## src/rtl/pulse_sched_pkg.sv

```systemverilog
// Shared types and arbitration helpers for pulse_sched.
// Latency/backpressure: none (types and pure functions only).
package pulse_sched_pkg;

  typedef enum logic [1:0] {
    IDLE  = 2'd0,
    CHECK = 2'd1,
    RUN   = 2'd2,
    DRAIN = 2'd3
  } sched_state_t;

  // Distance of channel ch from the round-robin pointer, wrapping at n.
  function automatic int unsigned rr_dist(input int unsigned ch,
                                          input int unsigned ptr,
                                          input int unsigned n);
    return (ch + n - ptr) % n;
  endfunction

endpackage

```

## src/rtl/pulse_sched_rr_arbiter.sv

```systemverilog
// One-hot arbiter: wrap-around round-robin from ptr_i, or lowest-index priority when
// PULSE_SCHED_FIXED_PRIO_EN is defined. Combinational, no backpressure.
module rr_arbiter
  import pulse_sched_pkg::*;
#(
  parameter int unsigned N_CH  = 4,
  parameter int unsigned PTR_W = 2
) (
  input  logic [N_CH-1:0]  req_i,
`ifndef PULSE_SCHED_FIXED_PRIO_EN
  input  logic [PTR_W-1:0] ptr_i,
`endif
  output logic [N_CH-1:0]  gnt_o
);

`ifdef PULSE_SCHED_FIXED_PRIO_EN
  always_comb begin
    gnt_o = '0;
    for (int c = int'(N_CH) - 1; c >= 0; c--) begin
      if (req_i[c]) begin
        gnt_o    = '0;
        gnt_o[c] = 1'b1;
      end
    end
  end
`else
  int unsigned best;

  // Keep the set requester closest to the pointer (strictly smaller distance wins).
  always_comb begin
    gnt_o = '0;
    best  = N_CH;
    for (int unsigned c = 0; c < N_CH; c++) begin
      if (req_i[c] && (rr_dist(c, 32'(ptr_i), N_CH) < best)) begin
        best     = rr_dist(c, 32'(ptr_i), N_CH);
        gnt_o    = '0;
        gnt_o[c] = 1'b1;
      end
    end
  end
`endif

endmodule

```

## src/rtl/pulse_sched.sv

```systemverilog
// Shares one pulse_gen between N_CH requesters; req to first pg_start is 2 cycles, last strobe
// to done is remaining period + 2. en_i low freezes everything. PULSE_SCHED_FIXED_PRIO_EN selects fixed priority.
module pulse_sched
  import pulse_sched_pkg::*;
#(
  parameter int unsigned N_CH        = 4,
  parameter int unsigned CNTR_WIDTH  = 32,
  parameter int unsigned BURST_WIDTH = 8
) (
  input  logic                        clk_i,
  input  logic                        nrst_i,
  input  logic                        en_i,
  input  logic [N_CH-1:0]             req_i,
  input  logic [N_CH*CNTR_WIDTH-1:0]  ch_cntr_max_i,
  input  logic [N_CH*CNTR_WIDTH-1:0]  ch_cntr_low_i,
  input  logic [N_CH*BURST_WIDTH-1:0] ch_burst_i,
  output logic [N_CH-1:0]             gnt_o,
  output logic [N_CH-1:0]             done_o,
  output logic                        err_o,
  output logic                        pg_start_o,
  output logic [CNTR_WIDTH-1:0]       pg_cntr_max_o,
  output logic [CNTR_WIDTH-1:0]       pg_cntr_low_o,
  input  logic                        pg_start_strobe_i,
  input  logic                        pg_busy_i,
  output logic                        sched_busy_o
);

  localparam int unsigned PTR_W = $clog2(N_CH);

  sched_state_t           state_q, state_d;
  logic [N_CH-1:0]        gnt_q, gnt_d;
  logic [N_CH-1:0]        done_q, done_d;
  logic                   err_q, err_d;
  logic                   pg_start_q, pg_start_d;
  logic [CNTR_WIDTH-1:0]  pg_max_q, pg_max_d;
  logic [CNTR_WIDTH-1:0]  pg_low_q, pg_low_d;
  logic [CNTR_WIDTH-1:0]  lat_max_q, lat_max_d;
  logic [CNTR_WIDTH-1:0]  lat_low_q, lat_low_d;
  logic [BURST_WIDTH-1:0] lat_burst_q, lat_burst_d;
  logic [BURST_WIDTH-1:0] cnt_q, cnt_d;
  logic [BURST_WIDTH-1:0] cnt_inc;

  logic [N_CH-1:0]        arb_gnt;
  logic [CNTR_WIDTH-1:0]  sel_max, sel_low;
  logic [BURST_WIDTH-1:0] sel_burst;

`ifndef PULSE_SCHED_FIXED_PRIO_EN
  logic [PTR_W-1:0]       rr_ptr_q, rr_ptr_d;
  logic [PTR_W-1:0]       owner_q, owner_d;
  logic [PTR_W-1:0]       win_idx;

  rr_arbiter #(.N_CH(N_CH), .PTR_W(PTR_W)) u_arb (
    .req_i (req_i),
    .ptr_i (rr_ptr_q),
    .gnt_o (arb_gnt)
  );

  always_comb begin
    win_idx = '0;
    for (int unsigned c = 0; c < N_CH; c++) begin
      if (arb_gnt[c]) win_idx = PTR_W'(c);
    end
  end
`else
  rr_arbiter #(.N_CH(N_CH), .PTR_W(PTR_W)) u_arb (
    .req_i (req_i),
    .gnt_o (arb_gnt)
  );
`endif

  always_comb begin
    sel_max   = '0;
    sel_low   = '0;
    sel_burst = '0;
    for (int unsigned c = 0; c < N_CH; c++) begin
      if (arb_gnt[c]) begin
        sel_max   = ch_cntr_max_i[c*CNTR_WIDTH +: CNTR_WIDTH];
        sel_low   = ch_cntr_low_i[c*CNTR_WIDTH +: CNTR_WIDTH];
        sel_burst = ch_burst_i[c*BURST_WIDTH +: BURST_WIDTH];
      end
    end
  end

  assign cnt_inc = cnt_q + 1'b1;

  always_comb begin
    state_d     = state_q;
    gnt_d       = gnt_q;
    done_d      = '0;
    err_d       = 1'b0;
    pg_start_d  = pg_start_q;
    pg_max_d    = pg_max_q;
    pg_low_d    = pg_low_q;
    lat_max_d   = lat_max_q;
    lat_low_d   = lat_low_q;
    lat_burst_d = lat_burst_q;
    cnt_d       = cnt_q;
`ifndef PULSE_SCHED_FIXED_PRIO_EN
    rr_ptr_d    = rr_ptr_q;
    owner_d     = owner_q;
`endif
    case (state_q)
      IDLE: begin
        if (|req_i) begin
          gnt_d       = arb_gnt;
          lat_max_d   = sel_max;
          lat_low_d   = sel_low;
          lat_burst_d = sel_burst;
`ifndef PULSE_SCHED_FIXED_PRIO_EN
          owner_d     = win_idx;
`endif
          state_d     = CHECK;
        end
      end
      CHECK: begin
        if ((lat_burst_q == '0) || (lat_max_q == '0)) begin
          // Rejected requests never touch pulse_gen and do not advance the pointer.
          done_d  = gnt_q;
          err_d   = 1'b1;
          gnt_d   = '0;
          state_d = IDLE;
        end else begin
          pg_max_d   = lat_max_q;
          pg_low_d   = lat_low_q;
          pg_start_d = 1'b1;
          cnt_d      = '0;
          state_d    = RUN;
        end
      end
      RUN: begin
        if (pg_start_strobe_i) begin
          cnt_d = cnt_inc;
          if (cnt_inc == lat_burst_q) begin
            pg_start_d = 1'b0;
            state_d    = DRAIN;
          end
        end
      end
      DRAIN: begin
        if (!pg_busy_i) begin
          done_d  = gnt_q;
          gnt_d   = '0;
`ifndef PULSE_SCHED_FIXED_PRIO_EN
          rr_ptr_d = (owner_q == PTR_W'(N_CH - 1)) ? '0 : owner_q + 1'b1;
`endif
          state_d = IDLE;
        end
      end
      default: state_d = IDLE;
    endcase
  end

  always_ff @(posedge clk_i or negedge nrst_i) begin
    if (!nrst_i) begin
      state_q     <= IDLE;
      gnt_q       <= '0;
      done_q      <= '0;
      err_q       <= 1'b0;
      pg_start_q  <= 1'b0;
      pg_max_q    <= '0;
      pg_low_q    <= '0;
      lat_max_q   <= '0;
      lat_low_q   <= '0;
      lat_burst_q <= '0;
      cnt_q       <= '0;
`ifndef PULSE_SCHED_FIXED_PRIO_EN
      rr_ptr_q    <= '0;
      owner_q     <= '0;
`endif
    end else if (en_i) begin
      state_q     <= state_d;
      gnt_q       <= gnt_d;
      done_q      <= done_d;
      err_q       <= err_d;
      pg_start_q  <= pg_start_d;
      pg_max_q    <= pg_max_d;
      pg_low_q    <= pg_low_d;
      lat_max_q   <= lat_max_d;
      lat_low_q   <= lat_low_d;
      lat_burst_q <= lat_burst_d;
      cnt_q       <= cnt_d;
`ifndef PULSE_SCHED_FIXED_PRIO_EN
      rr_ptr_q    <= rr_ptr_d;
      owner_q     <= owner_d;
`endif
    end
  end

  assign gnt_o         = gnt_q;
  assign done_o        = done_q;
  assign err_o         = err_q;
  assign pg_start_o    = pg_start_q;
  assign pg_cntr_max_o = pg_max_q;
  assign pg_cntr_low_o = pg_low_q;
  assign sched_busy_o  = (state_q != IDLE);

endmodule

```

## config.mk

```make
export PLATFORM = sky130hd
export DESIGN_NAME = pulse_sched
export DESIGN_NICKNAME = d
export VERILOG_FILES = /design/src/rtl/pulse_sched_pkg.sv /design/src/rtl/pulse_sched_rr_arbiter.sv /design/src/rtl/pulse_sched.sv
export SDC_FILE = /design/constraint.sdc
export NUM_CORES = 1
export LEC_CHECK = 0
export CORE_ASPECT_RATIO = 0.75
export CORE_MARGIN = 1.5
export CORE_UTILIZATION = 25
export DETAILED_ROUTE_END_ITERATION = 7
export PLACE_DENSITY = 0.54
export SYNTH_ARGS = -nofsm -noshare
export SYNTH_HDL_FRONTEND = slang
export SYNTH_HIERARCHICAL = 1
export SYNTH_SLANG_ARGS = --single-unit
```

## constraint.sdc

```tcl
create_clock -name clk_i -period 4.6 [get_ports clk_i]
set_input_delay 0.92 -clock clk_i [delete_from_list [all_inputs] [get_ports clk_i]]
set_output_delay 0.92 -clock clk_i [all_outputs]
set_load 0.1 [all_outputs]
```

==> results.ini, run 1 <==
[status]
outcome = finished, final reports clean

[critical_path]
r2r_setup_slack_ps = 670
crit_path_max_fanout = 32
crit_path_end_kind = flop
cp-start-kind = input port
crit_type = input port to flop
rr_endpoint = lat_max_q[29]
crit_start = req_i[1]
crit_required_ps = 4890
arrival_ps = 4650
r2r_cells = 16
r2r-start = rr_ptr_q[0]

[placed_design]
place_inst = 1600
routabilityCongestion = 0.783
post-place-ws_ps = -271
placed_area_mm2 = 0.0125
hpwl_um = 23200
portBuffers = 371

[grt]
grt_overflow = 0
grt_pass1_wl_um = 46000
grt_max_degree = 150
grt_pass1_vias = 7984
grt_usage_pct = 17.8
antenna_found_initial = 1

[min_path]
hold_path.class = flop to flop
hp-start = lat_low_q[1]
whs_path_depth = 2
holdPathEnd = lat_low_q[1]

[synth]
synth_cell_types = 51
yosys.area.top_type = dfrtp_1
syn_area_mm2 = 0.00822
synth_compound_area_share_pct = 23.1
ys_seq_elements = 160
syn_area_per_cell_um2 = 9.89
yosysMostFrequentCell = dfrtp_1
synthCells = 831
synth_enable_flop_cells = 0
synth_top_area_share_pct = 48.7
synth_area_leaders = dfrtp_1, a221oi_1, a22oi_1
synthMuxAreaShare_pct = 9.51
synth_fa_ha_area_share_pct = 0.609
yosys.area_share.simple_pct = 12.4
synth_xor_area_share_pct = 0.746
synth_ff_type = dfrtp_1
async_flop_share_pct = 100
synth_top_family_by_area = compound AO/OA/AOI/OAI gates
ys_warn_count = 6
synth_common_cells = dfrtp_1, nand2_1, nor2_1
syn_nets = 1132
yosysSeqAreaShare_pct = 48.7

[clock_tree]
root_buffer = clkbuf_16
clkTransAtPathRegs_ps = 60
postCtsSetupBuffers = 0
h-tree-depth = 4
tritoncts = yes
ctsHoldBuffers = 0
cts_buffers = 17
clk_latency_ps = 430
cts.sinks = 160
clockBufferDepth = 2

[floorplan]
dieArea_mm2 = 0.0340
io_pins = 372
die_y_um = 160
rows = 57
initial_utilization_pct = 25.4
core_area_mm2 = 0.0324
fp.dieW_um = 212

[route]
ant_nets = 0
num_vias = 7887
finalWirelength_um = 30400
drcViolationCount = 0
drtIter0Drc = 310
first_pass_iters = 4
post_drt_wl_per_cell_um = 18.6
viasPerCell = 4.83

[timing]
post-route-min-period_ps = 4370
hold_viol = 0
worst_slew_pin_slew_ps = 1110
period_share_pct = 94.9
drv_slew = 0
setup_viol = 0
fmax_ghz = 0.229
finClkSkew_ps = 8.86
rsz0062_at_grt = false
setup_ws_ps = 234
relSlewSlack_pct = 25.6

[layout]
seq_area_mm2 = 0.00400
fin_area_mm2 = 0.0132
fillers = 3234
drive_above_1_share_pct = 7.49
layout.nets = 1478
area_growth_pct = 60.3
multi_input_area_mm2 = 0.00388
fin_cells = 1632

[pwr]
cellPowerDensity_mw_per_mm2 = 743
vdd_drop_max_mv = 0.406
p_leak_nw = 5.38

[run]
cap_violations = 0

## cell usage in the layout, fill, tap and decap left out, types with 4 or more instances in the layout
cell	n
buf_4	16
nand2b_1	7
mux2_1	43
mux2i_1	5
a21oi_1	13
o21ai_1	5
o21ai_0	76
buf_12	10
a22oi_1	72
o22ai_1	6
ha_1	4
clkbuf_16	17
bufinv_16	4
inv_1	15
mux2_2	22
nor4_1	11
nor2_1	82
dfrtp_1	160
clkdlybuf4s50_1	370
a41oi_1	7
xnor2_1	6
nand2_1	102
a221oi_1	72
## flip-flops by register name, summed over array words and instances (netlist names), named ones only
signal,count
cnt_q,8
done_o,4
err_o,1
gnt_o,4
lat_burst_q,8
lat_low_q,32
lat_max_q,32
owner_q,2
pg_cntr_low_o,32
pg_cntr_max_o,32
pg_start_o,1
rr_ptr_q,2
state_q,1
## logic make-up after synthesis
family / Yosys count
AO/OA/AOI/OAI: 270
XOR/XNOR: 7
adder cells (fa/ha/maj): 4
buffers and inverters: 87
flip-flops: 160
multiplexers: 70
AND/OR/NAND/NOR: 233
## cell type report
class / count / share of cell area, %
inverter: 15 / 0.427
timing repair buffer: 399 / 30.8
tap: 442 / 4.20
clock inverter: 11 / 1.36
sequential: 160 / 30.4
clock buffer: 20 / 3.39
antenna: 1 / 0.0190
multi-input combinational: 584 / 29.4
## worst max path at each step
| stage | endpoint | slack (ps) |
|---|---|---|
| 2_1_floorplan | lat_burst_q[0] | 360 |
| 3_3_place_gp | lat_max_q[29] | -200 |
| 3_5_place_dp | lat_max_q[29] | -270 |
| 4_1_cts | lat_max_q[29] | 180 |
| 5_1_grt | lat_max_q[29] | 5 |
| 6_report | lat_max_q[29] | 230 |
## what timing repair did
| action | in CTS | in global routing |
|---|---|---|
| gates resized for setup | 0 | 10 |
| setup endpoints to repair | 0 | 34 |
| hold endpoints to repair | 0 | 0 |
## per-layer routing
metal	vias up	GRT usage [%]	routed length, µm
li1	3798	-	-
met1	3773	22.2	13100
met2	296	29.5	14400
met3	20	5.17	2480
met4	0	5.32	459
met5	-	0	0
## worst max-delay path, stage by stage
cell and delay (ps):
clkdlybuf4s50_1 420, or3b_1 420, a31oi_4 200, inv_1 70, ha_1 280, o22ai_1 170, o21ai_2 90, mux2i_1 130
ha_1 300, o31ai_1 90, o211ai_1 240, nor2b_4 310, buf_8 260, nand3b_1 240, a21oi_1 100, a221oi_1 290
o21ai_1 100
## metrics by stage
stage | total power, W | hold slack, ps | TNS (ps) | utilization, %
floorplan | 0.00642 | 443 | 0 | -
global placement | 0.00826 | 461 | -2440 | 38.7
detailed placement | 0.00830 | 468 | -9040 | 38.7
CTS | 0.00988 | 482 | 0 | 40.6
global route | 0.0104 | 505 | 0 | 40.7
finish | 0.00979 | 474 | 0 | 40.7
## where the power goes
part	total [W]	internal [W]	switching [W]	leakage [nW]
Combinational	0.00573	0.00189	0.00384	2.99
Clock	0.00154	0.000928	0.000611	0.298
Sequential	0.00252	0.00204	0.000475	2.09
No activity file was read; power rests on OpenSTA's default activity.
==> inputs of run 2 (changes only) <==
--- a/config.mk
+++ b/config.mk
@@ -5,11 +5,13 @@
 export SDC_FILE = /design/constraint.sdc
 export NUM_CORES = 1
 export LEC_CHECK = 0
+export CAP_MARGIN = 20
 export CORE_ASPECT_RATIO = 0.75
 export CORE_MARGIN = 1.5
-export CORE_UTILIZATION = 25
+export CORE_UTILIZATION = 35
 export DETAILED_ROUTE_END_ITERATION = 7
-export PLACE_DENSITY = 0.54
+export DONT_BUFFER_PORTS = 1
+export PLACE_DENSITY = 0.5
 export SYNTH_ARGS = -nofsm -noshare
 export SYNTH_HDL_FRONTEND = slang
 export SYNTH_HIERARCHICAL = 1
==> results.ini, run 2 (synthesized netlist as in run 1, its figures left out) <==
[status]
outcome = finished, final reports clean

[grt]
grt_pass1_vias = 6510  ; -18%
antenna_found_initial = 1  ; unchanged
grt_max_degree = 161  ; +7.3%
grt_usage_pct = 19.3  ; +1.5 points
grt_pass1_wl_um = 36300  ; -21%
grt_overflow = 0  ; unchanged

[critical_path]
r2r-start = rr_ptr_q[0]
r2r_cells = 17  ; +1
r2r_setup_slack_ps = 390  ; -280 ps
crit_path_end_kind = flop
crit_type = input port to flop
crit_required_ps = 4910  ; +20 ps
cp-start-kind = input port
crit_path_max_fanout = 31  ; -3.1%
arrival_ps = 4540  ; -110 ps
rr_endpoint = lat_max_q[4]

[run]
cap_violations = 0  ; unchanged

[floorplan]
fp.dieW_um = 180  ; -15%
dieArea_mm2 = 0.0244  ; -28%
die_y_um = 136  ; -15%
io_pins = 372  ; unchanged
core_area_mm2 = 0.0230  ; -29%
rows = 48  ; -16%
initial_utilization_pct = 35.7  ; +10 points

[clock_tree]
tritoncts = yes
clk_latency_ps = 420  ; about the same
h-tree-depth = 4  ; unchanged
root_buffer = clkbuf_16
postCtsSetupBuffers = 0  ; unchanged
post_cts_resize_count = 0  ; unchanged
ctsHoldBuffers = 0  ; unchanged
clkTransAtPathRegs_ps = 60  ; about the same
clockBufferDepth = 2  ; unchanged
cts_buffers = 17  ; unchanged
cts.sinks = 160  ; unchanged

[route]
ant_nets = 0  ; unchanged
finalWirelength_um = 24000  ; -21%
post_drt_wl_per_cell_um = 21.7  ; +16%
drtIter0Drc = 391  ; +26%
num_vias = 6523  ; -17%
drcViolationCount = 0  ; unchanged
viasPerCell = 5.89  ; +22%
first_pass_iters = 4  ; unchanged

[placed_design]
hpwl_um = 17700  ; -24%
portBuffers = 0  ; -100%
post-place-ws_ps = -256  ; +15.2 ps
routabilityCongestion = 0.874  ; +12%
place_inst = 1074  ; -33%

[pwr]
p_comb_share_pct = 31.6  ; -27 points
p_leak_nw = 3.83  ; -29%
cellPowerDensity_mw_per_mm2 = 943  ; +27%
clkPwrFrac_pct = 15.7  ; about the same
swShare_pct = 54.4  ; +4.0 points
seqPwrFrac_pct = 52.7  ; +27 points
p_total_w = 0.00854  ; -13%
internal_power_w = 0.00389  ; -20%
vdd_drop_max_mv = 0.333  ; -18%
p_sw_w = 0.00465  ; -5.7%

[timing]
period_share_pct = 92.1  ; -2.8 points
worst_slew_pin_slew_ps = 1040  ; -74.8 ps
finClkSkew_ps = 11.9  ; +3.02 ps
post-route-min-period_ps = 4240  ; -130 ps
setup_viol = 0  ; unchanged
relSlewSlack_pct = 30.8  ; +5.2 points
fmax_ghz = 0.236  ; +3.1%
drv_slew = 0  ; unchanged
tns_ps = 0  ; unchanged
whs_ps = 196  ; -279 ps
rsz0062_at_grt = false
hold_viol = 0  ; unchanged
setup_ws_ps = 364  ; +130 ps

[layout]
layout_commonest_cell = dfrtp_1
layout.nets = 1094  ; -26%
drive_above_1_share_pct = 9.68  ; +2.2 points
area_growth_pct = 10.1
fin_cells = 1107  ; -32%
mostFrequentLayoutCells = dfrtp_1, nand2_1, nor2_1, o21ai_0, a22oi_1

[min_path]
hold_path.class = input port to asynchronous set/reset pin

==> run 2: changes by cell type in the layout (fill, tap and decap cells not counted), moves of 2 or more <==
cell             delta
clkinvlp_4          +2
o21ai_0             +5
clkdlybuf4s50_1   -370
buf_4               -7
buf_6               -2
buf_12              -4
bufinv_16           -4
o21ai_1             -5
clkbuf_8            +3
==> run 2: worst max-delay path by stage <==
stage / to / slack [ps] / cells after the start / from
floorplan: lat_burst_q[0] / 360 / 17 / req_i[1]
global placement: lat_low_q[2] / -70 / 17 / req_i[1]
detailed placement: lat_low_q[2] / -260 / 17 / req_i[1]
CTS: lat_low_q[2] / 180 / 17 / rr_ptr_q[0]
global route: lat_low_q[2] / 90 / 17 / rr_ptr_q[0]
finish: lat_max_q[4] / 360 / 17 / req_i[1]
==> run 2: layer usage <==
layer | vias up | global-route usage (%) | wire [µm]
met5 | - | 0 | 0
met4 | 0 | 7.50 | 645
met3 | 33 | 5.46 | 1680
met2 | 273 | 32.2 | 11700
met1 | 3189 | 23.7 | 9940
li1 | 3028 | - | -
==> run 2: area by class of cell <==
type / instances / area (µm²)
sequential: 160 / 4000
fill: 2240 / 13900
tap: 300 / 375
inverter: 15 / 56.3
clock buffer: 22 / 484
clock inverter: 10 / 78.8
antenna: 1 / 2.50
timing repair buffer: 15 / 188
multi-input combinational: 584 / 3860
==> run 2: per-stage QoR <==
| stage | instance area [µm²] | utilization (%) |
|---|---|---|
| 6_report | 9050 | 39.4 |
| 5_1_grt | 9050 | 39.4 |
| 4_1_cts | 9040 | 39.3 |
| 3_5_place_dp | 8480 | 36.9 |
| 3_3_place_gp | 8480 | 36.9 |
| 2_1_floorplan | 8220 | - |
==> run 2: worst max-delay path, stage by stage <==
cell and delay (ps):
or3b_1 380, a31oi_2 210, inv_1 70, ha_1 270, o22ai_1 80, o21ai_2 170
mux2i_1 210, ha_1 270, o32ai_1 170, o2bb2ai_1 170, and4b_1 230, buf_4 160
nor4b_2 460, buf_4 240, buf_12 180, a221oi_1 110, o21ai_0 210
==> run 2: power groups by stage <==
stage               logic (W)  clock network [W]  registers (W)
global route          0.00304            0.00145        0.00459
global placement      0.00259                  0        0.00453
CTS                   0.00272            0.00138        0.00452
detailed placement    0.00271                  0        0.00455
floorplan             0.00211                  0        0.00431
finish                0.00270            0.00134        0.00450
==> RTL change: new RTL, flow settings as in run 1 <==
Re-encode `sched_state_t` (4 states) as one-hot, 4 bits wide.
--- a/src/rtl/pulse_sched_pkg.sv
+++ b/src/rtl/pulse_sched_pkg.sv
@@ -2,11 +2,11 @@
 // Latency/backpressure: none (types and pure functions only).
 package pulse_sched_pkg;
 
-  typedef enum logic [1:0] {
-    IDLE  = 2'd0,
-    CHECK = 2'd1,
-    RUN   = 2'd2,
-    DRAIN = 2'd3
+  typedef enum logic [3:0] {
+    IDLE  = 4'b0001,
+    CHECK = 4'b0010,
+    RUN   = 4'b0100,
+    DRAIN = 4'b1000
   } sched_state_t;
 
   // Distance of channel ch from the round-robin pointer, wrapping at n.
Check against the original RTL: same outputs for any inputs over 4 cycles, from zero or initial values and one cycle with nrst_i low; so few cycles prove little.
==> RTL change against run 1 <==
Sequential cell count rose by 2; register-to-register slack better by 0.06 ns; core utilization increased by 0.25 points; hold slack worse by 0.0033 ns; wire length rose by 6.0%; cell area is 1.5% higher; worst setup slack improved by 0.057 ns; total power is 8.2% lower; critical path depth grew 1; synthesized area grew 2.0%; via count grew 2.9%; largest cell class unchanged.
==> RTL change: results (changes against run 1) <==
stage;metric;value;unit;change
timing;Slew HR;0.285;;+0.0291
final_layout;multi-input logic portion of the cell area;0.301;;+0.00713
timing;clk_skew;0.0137;ns;+0.00486 ns
global_route;GR Layer Usage met1;0.231;;+0.00873
global_route;initial antenna violation count;2;;+1
global_route;first-pass GRT wire length;48900;microns;+6.4%
global_route;met2 Usage GRT;0.296;;+0.000591
global_route;pin count of the biggest net entering global routing;147;;-2.0%
global_route;overall fraction of global-route tracks in use;0.183;;+0.00574
timing;Max Freq;232;MHz;+1.3%
final_layout;# clk buffers;18;;-10%
detailed_routing;routed vias;8114;;+2.9%
setup_path;Critical R2R Capture;lat_low_q[8]$_DFFE_PN0P_;;
global_route;M3 GR Usage;0.0576;;+0.00591
setup_path;WP data arrival;4.59;ns;-0.06 ns
synthesis;Mapped Nets;1131;;-0.088%
final_layout;Non-Filler Instances;1643;;+0.67%
final_layout;invs w/o clock;8;;-7
detailed_routing;met1 WL;14100;microns;+8.2%
global_route;number of global-route vias before repair;8317;;+4.2%
power;P_seq;2.68;mW;+6%
detailed_routing;initial drt markers;430;;+39%
synthesis;Commonest cells post-synth;161 x dfrtp_1, 153 x nor2_1, 89 x a21oi_1;;
setup_path;Worst R2R Path Depth;17;;+1
final_layout;Non-clock buffer share;0.309;;+0.000562
power;cell internal pwr;4.41;mW;-9.2%
min_path;Hold Path Class;in2async;;
final_layout;design area;0.0134;sq mm;+1.5%
setup_path;flop2flop setup slack;0.73;ns;+0.06 ns
final_layout;ANT cells;3;;+2
final_layout;clk tree area frac;0.0427;;-0.00473
power;switching share of total power;0.509;;+0.00540
setup_path;Max FO, Critical Path;40;;+25%
final_layout;Final #Nets;1486;;+0.54%
placed_design;Placer Congestion;0.865;;+10%
final_layout;fillers;3267;;+1.0%
detailed_routing;WL met3;2450;microns;-1.2%
detailed_routing;total routed wirelength;32200;microns;+6.0%
detailed_routing;drt pass-1 iters;6;;+2
detailed_routing;met2 WL post-DR;15000;microns;+4.0%
run_status;outcome;finished clean;;
setup_path;reg-to-reg startpoint;rr_ptr_q[1]$_DFFE_PN0P_;;
final_layout;comb_multi_in;588;;+0.68%
synthesis;Synth Instances;830;;-0.12%
timing;worst hold margin;0.471;ns;-0.00331 ns
RTL change: cell count changes after synthesis, sizes merged, moves of 4 or more:
cell     change
a21oi       +75
o2bb2ai     +10
nor2        +73
o21ai       -74
inv          -7
a41oi        -7
o22ai        -4
nand2       -82
nand2b       -6
RTL change: kinds of logic after synthesis:
logic type / after synthesis / share of synthesized area
simple gates: 226 / 0.123
xor+xnor: 8 / 0.0100
buf+inv: 80 / 0.0446
fa+ha+maj: 4 / 0.00597
flops: 162 / 0.484
compound gates: 280 / 0.236
mux: 70 / 0.0964
RTL change: worst min-delay path by stage:
stage                                    endpoint
final                     rr_ptr_q[0]$_DFFE_PN0P_
after CTS                 rr_ptr_q[0]$_DFFE_PN0P_
after detailed placement    done_o[1]$_DFFE_PN0P_
after global routing       owner_q[0]$_DFFE_PN0P_
after global placement      done_o[1]$_DFFE_PN0P_
after floorplan           rr_ptr_q[0]$_DFFE_PN0P_
RTL change: what timing repair did:
item	CTS	global route
setup endpoints to repair	0	8
resized for setup	0	6
hold endpoints to repair	0	0
